`src/rtl/blueberry_pkg.sv`:
```
// Shared definitions for the instruction sequencer: default geometry and
// the control state encoding.
package blueberry_pkg;

    localparam int DEF_WIDTH = 10;
    localparam int DEF_DEPTH = 16;

    typedef enum logic [1:0] {
        LOAD   = 2'd0,
        READY  = 2'd1,
        DRIVE  = 2'd2,
        HALTED = 2'd3
    } seq_state_t;

endpackage

```
`src/rtl/seq_mem.sv`:
```
// Program buffer: DEPTH x WIDTH register array, one synchronous write port
// and one asynchronous read port. Contents are not reset.
module seq_mem
    import blueberry_pkg::*;
#(
    parameter int WIDTH = DEF_WIDTH,
    parameter int DEPTH = DEF_DEPTH
) (
    input  logic                     clk,
    input  logic                     we,
    input  logic [$clog2(DEPTH)-1:0] wAddr,
    input  logic [WIDTH-1:0]         wData,
    input  logic [$clog2(DEPTH)-1:0] rAddr,
    output logic [WIDTH-1:0]         rData
);

    logic [WIDTH-1:0] mem [DEPTH];

    // Store one word per write strobe.
    always_ff @(posedge clk) begin
        if (we) begin
            mem[wAddr] <= wData;
        end
    end

    assign rData = mem[rAddr];

endmodule

```
`src/rtl/instr_sequencer.sv`:
```
// Instruction sequencer: words are loaded into a program buffer in program
// mode, then presented one per external request in run mode. DOE marks the
// single cycle a word is valid toward the bus; the bus tristate lives above.
// Build option: define INSTR_SEQ_LOOP_EN to make the program repeat instead
// of halting after its last word.
module instr_sequencer
    import blueberry_pkg::*;
#(
    parameter int WIDTH = DEF_WIDTH,
    parameter int DEPTH = DEF_DEPTH
) (
    input  logic                     CLKb,
    input  logic                     CLR,
    input  logic                     MODE,
    input  logic                     WR,
    input  logic [WIDTH-1:0]         DIN,
    input  logic                     EXT,
    output logic [WIDTH-1:0]         DOUT,
    output logic                     DOE,
    output logic [$clog2(DEPTH)-1:0] PC,
    output logic [$clog2(DEPTH):0]   COUNT,
    output logic                     FULL,
    output logic                     HALT
);

    localparam int AW = $clog2(DEPTH);
    localparam logic [AW:0] FULL_CNT = (AW+1)'(DEPTH);

    seq_state_t      state, stateNext;
    logic [WIDTH-1:0] doutNext;
    logic            doeNext;
    logic [AW-1:0]   pcNext;
    logic [AW:0]     countNext;
    logic            lastFetch, lastFetchNext;
    logic            memWe;
    logic [WIDTH-1:0] memRdata;
    logic            isLast;
    logic            doFetch;
    logic [AW-1:0]   fetchPc;
    logic            fetchLast;

    seq_mem #(
        .WIDTH (WIDTH),
        .DEPTH (DEPTH)
    ) uMem (
        .clk   (CLKb),
        .we    (memWe),
        .wAddr (COUNT[AW-1:0]),
        .wData (DIN),
        .rAddr (PC),
        .rData (memRdata)
    );

    assign FULL   = (COUNT == FULL_CNT);
    assign HALT   = (state == HALTED);
    assign isLast = ({1'b0, PC} == (COUNT - (AW+1)'(1)));

    // State register plus the registered datapath/control outputs.
    always_ff @(posedge CLKb or posedge CLR) begin
        if (CLR) begin
            state     <= LOAD;
            DOUT      <= '0;
            DOE       <= 1'b0;
            PC        <= '0;
            COUNT     <= '0;
            lastFetch <= 1'b0;
        end else begin
            state     <= stateNext;
            DOUT      <= doutNext;
            DOE       <= doeNext;
            PC        <= pcNext;
            COUNT     <= countNext;
            lastFetch <= lastFetchNext;
        end
    end

    // Next-state and next-output decode; DOE defaults low so it only ever
    // stays high across back-to-back fetches.
    always_comb begin
        stateNext     = state;
        doutNext      = DOUT;
        doeNext       = 1'b0;
        pcNext        = PC;
        countNext     = COUNT;
        lastFetchNext = lastFetch;
        memWe         = 1'b0;
        doFetch       = 1'b0;

`ifdef INSTR_SEQ_LOOP_EN
        fetchPc   = isLast ? '0 : PC + AW'(1);
        fetchLast = 1'b0;
`else
        fetchPc   = PC + AW'(1);
        fetchLast = isLast;
`endif

        if (state == LOAD) begin
            if (MODE) begin
                pcNext        = '0;
                lastFetchNext = 1'b0;
                stateNext     = (COUNT == '0) ? HALTED : READY;
            end else if (WR && !FULL) begin
                memWe     = 1'b1;
                countNext = COUNT + (AW+1)'(1);
            end
        end else if (!MODE) begin
            // Leaving run mode: back to program mode with an empty count.
            stateNext     = LOAD;
            doutNext      = '0;
            pcNext        = '0;
            countNext     = '0;
            lastFetchNext = 1'b0;
        end else begin
            case (state)
                READY: begin
                    doFetch = EXT;
                end
                DRIVE: begin
                    if (lastFetch) begin
                        stateNext     = HALTED;
                        lastFetchNext = 1'b0;
                    end else if (EXT) begin
                        doFetch = 1'b1;
                    end else begin
                        stateNext = READY;
                    end
                end
                default: begin
                end
            endcase

            if (doFetch) begin
                doutNext      = memRdata;
                doeNext       = 1'b1;
                pcNext        = fetchPc;
                lastFetchNext = fetchLast;
                stateNext     = DRIVE;
            end
        end
    end

endmodule

```
`config.mk`:
```
export PLATFORM = sky130hd
export DESIGN_NAME = instr_sequencer
export DESIGN_NICKNAME = d
export VERILOG_FILES = /design/src/rtl/blueberry_pkg.sv /design/src/rtl/seq_mem.sv /design/src/rtl/instr_sequencer.sv
export SDC_FILE = /design/constraint.sdc
export NUM_CORES = 1
export LEC_CHECK = 0
export BUFFER_PORTS_ARGS = -buffer_cell sky130_fd_sc_hd__buf_2
export CAP_MARGIN = 20
export CORE_MARGIN = 2
export CORE_UTILIZATION = 30
export CTS_CLUSTER_DIAMETER = 80
export CTS_CLUSTER_SIZE = 24
export DETAILED_ROUTE_END_ITERATION = 12
export PLACE_DENSITY = 0.49
export SYNTH_ARGS = -nofsm -noshare
export SYNTH_HDL_FRONTEND = slang
export SYNTH_SLANG_ARGS = --single-unit
```
`constraint.sdc`:
```
create_clock -name CLKb -period 6.57 [get_ports CLKb]
set_input_delay 1.314 -clock CLKb [delete_from_list [all_inputs] [get_ports CLKb]]
set_output_delay 1.314 -clock CLKb [all_outputs]
set_load 0.005 [all_outputs]
```
==> impl_metrics.ini <==
[pwr]
p_leak_nw = 2.89
power_density_nw_per_um2 = 319
max-vdd-ir-drop_v = 0.000151

[cts]
ctsResizeCount = 0
cts_tree = built
clk_latency_ns = 0.43
cts_hold_repair.buffers = 0
clockBufferDepth = 2
clockRootBuffer = clkbuf_16
path_clk_slew_ns = 0.07
htreeDepth = 4
clock_sinks = 183
post-cts-setup-buffer-count = 0
cts_made_buffers = 17

[global_route]
antenna_found_initial = 0
grt_pass1_vias = 3948
grt_pass1_wl_um = 25600
grt_overflow = 0
grt_max_degree = 46
groute.usage.overall_pct = 13.6

[sta]
hold_viol_final = 0
fin_crit_ns = 3.06
drv_slew = 0
finClkSkew_ns = 0.0120
period_share_pct = 46.6
fmax_mhz = 326
setup-tns-final_ns = 0
rsz0062_at_grt = no
relSlewSlack_pct = 32.6
finalSetupViolCount = 0
tightest_slew_ns = 1.01

[place]
io_buffers = 36
gp_congestion = 0.734
place_area_um2 = 7980
place_hpwl_um = 10800

[critical_path]
crit_path_end_kind = flop
path_common_cell = nor2_1
crit_family = simple AND/OR/NAND/NOR gates
worst-path-buf-inv = 1
critPathSlowestCell = nor2_1
path_max_fanout = 12
path_cells = buf_2 -> nand2b_1 -> nor2_1 -> nand2_1 -> nor2_1
timing.rr.start = COUNT[0]
cp.required_ns = 6.62
arrival_ns = 3.11
worstSetupStartpointType = input pin
r2r_end = uMem.mem[10][7]
worst-setup-path-type = in -> reg
ff2ff_setup_slack_ns = 3.54
max_stage_delay_ns = 0.80
r2r_cells = 6

[cells_and_area]
drive_gt1_share_pct = 26.7
nets = 461
syn_to_final_growth_pct = 14.1
finalInstanceArea_um2 = 8570
n_antenna_cell = 0

[yosys]
seq_area_frac_synth_pct = 71.7
yosys.area.top_type = edfxtp_1
yosysMostFrequentCell = edfxtp_1
synthArstFlopShare_pct = 12.6
ys_ff_latch = 183
synth_fp_nets = 417
postSynthAreaPerCell_um2 = 19.2
ys_warn_count = 0
synth_cell_types = 43
syn_area_um2 = 7510
synthCells = 392
synth.area.top_cells = edfxtp_1, mux4_2, dfrtp_1
yosys-top-cells-count = edfxtp_1, mux4_2, nand2_1, dfrtp_1, a22oi_1
yosysTopAreaCellShare_pct = 64.0
synth_flop_cell = edfxtp_1
synth_edf_count = 160

[floorplan]
row_count = 57
die_area_um2 = 26300
num_io_pins = 37
core-area_um2 = 24500
start_util_pct = 30.7
dieHeight_um = 162
die_x_um = 162

[outcome]
status = complete, no violations

[detailed_routing]
drt_iter0_markers = 436
ant_nets = 0
wire_per_inst_um = 22.0
firstDrtPassIters = 5
vias_per_cell = 4.95
wirelength_um = 17000
drc_errors = 0
num_vias = 3829

[worst_hold_path]
hold_end = DOUT[4]
worstHoldStart = DOUT[4]
min_path_cells = 2
hp-class = reg -> reg

[job]
maxCapViolCount = 0
-- worst max-delay path by stage --
stage	from	to	slack [ns]	depth (start not counted)
3_3_place_gp	MODE	uMem.mem[7][7]	3.08	5
5_1_grt	COUNT[0]	uMem.mem[1][3]	3.31	7
3_5_place_dp	MODE	uMem.mem[10][6]	3.05	5
4_1_cts	MODE	uMem.mem[10][1]	3.50	5
2_1_floorplan	MODE	uMem.mem[0][0]	3.40	5
6_report	MODE	uMem.mem[10][7]	3.51	5
-- cell type report --
class                      instances  area (um2)
clock inverter                    12         121
clock buffer                      20         437
inverter                           7        26.3
timing repair buffer              44         260
sequential                       183        5380
fill                            2297       15900
tap                              324         405
multi-input combinational        183        1940
-- report_power, final --
part / switching, mW / internal, mW / leakage (nW) / total, mW
registers: 0.0348 / 1.31 / 1.75 / 1.34
logic: 0.250 / 0.175 / 0.890 / 0.425
clock network: 0.443 / 0.528 / 0.251 / 0.971
-- tightest hold or removal path, stage by stage, from the launching register on --
cell and delay (ns):
dfrtp_1 0.34, a22oi_1 0.08, nand2_1 0.06
-- registers in the layout, summed over array words and instances (netlist names) --
signal,flops
DOUT,10
DOE,1
COUNT,5
uMem.mem,160
state,2
PC,4
lastFetch,1
-- per-stage QoR --
stage / total power [mW] / setup WS, ns / utilization [%] / hold slack [ns] / instances
final: 2.74 / 3.51 / 35.0 / 0.514 / 773
after global placement: 1.79 / 3.08 / 32.6 / 0.487 / 740
after floorplan: 1.66 / 3.40 / - / 0.489 / 392
after CTS: 2.77 / 3.50 / 34.9 / 0.515 / 772
after global routing: 2.86 / 3.31 / 35.0 / 0.541 / 773
after detailed placement: 1.80 / 3.05 / 32.6 / 0.498 / 740
-- layer usage --
layer  track usage, %  vias up  share of wire, %
met5                0        -                 0
met4             3.70        0              0.98
met3             3.17        9               4.8
met2             21.5      120                48
met1             18.9     2026                46
li1                 -     1674                 -
-- placed cells by master (no fill, tap or decap), drive strengths merged, types with 5 or more instances in the layout --
cell	count
a22oi	20
buf	44
clkbuf	20
clkinvlp	6
dfrtp	23
edfxtp	160
ha	10
inv	10
mux2	11
mux4	40
nand2	26
nor2	17
nor3	7
o21ai	9
xor2	5
-- kinds of logic (layout without fill, tap and decap cells) --
kind of cell / after synthesis / in the layout / synth area share (%)
flops: 183 / 183 / 71.7
simple gates: 69 / 69 / 4.65
mux: 51 / 51 / 14.2
compound gates: 46 / 46 / 4.47
buf+inv: 26 / 83 / 2.55
fa+ha+maj: 10 / 10 / 1.67
xor+xnor: 7 / 7 / 0.817
No activity file was read; power rests on OpenSTA's default activity.
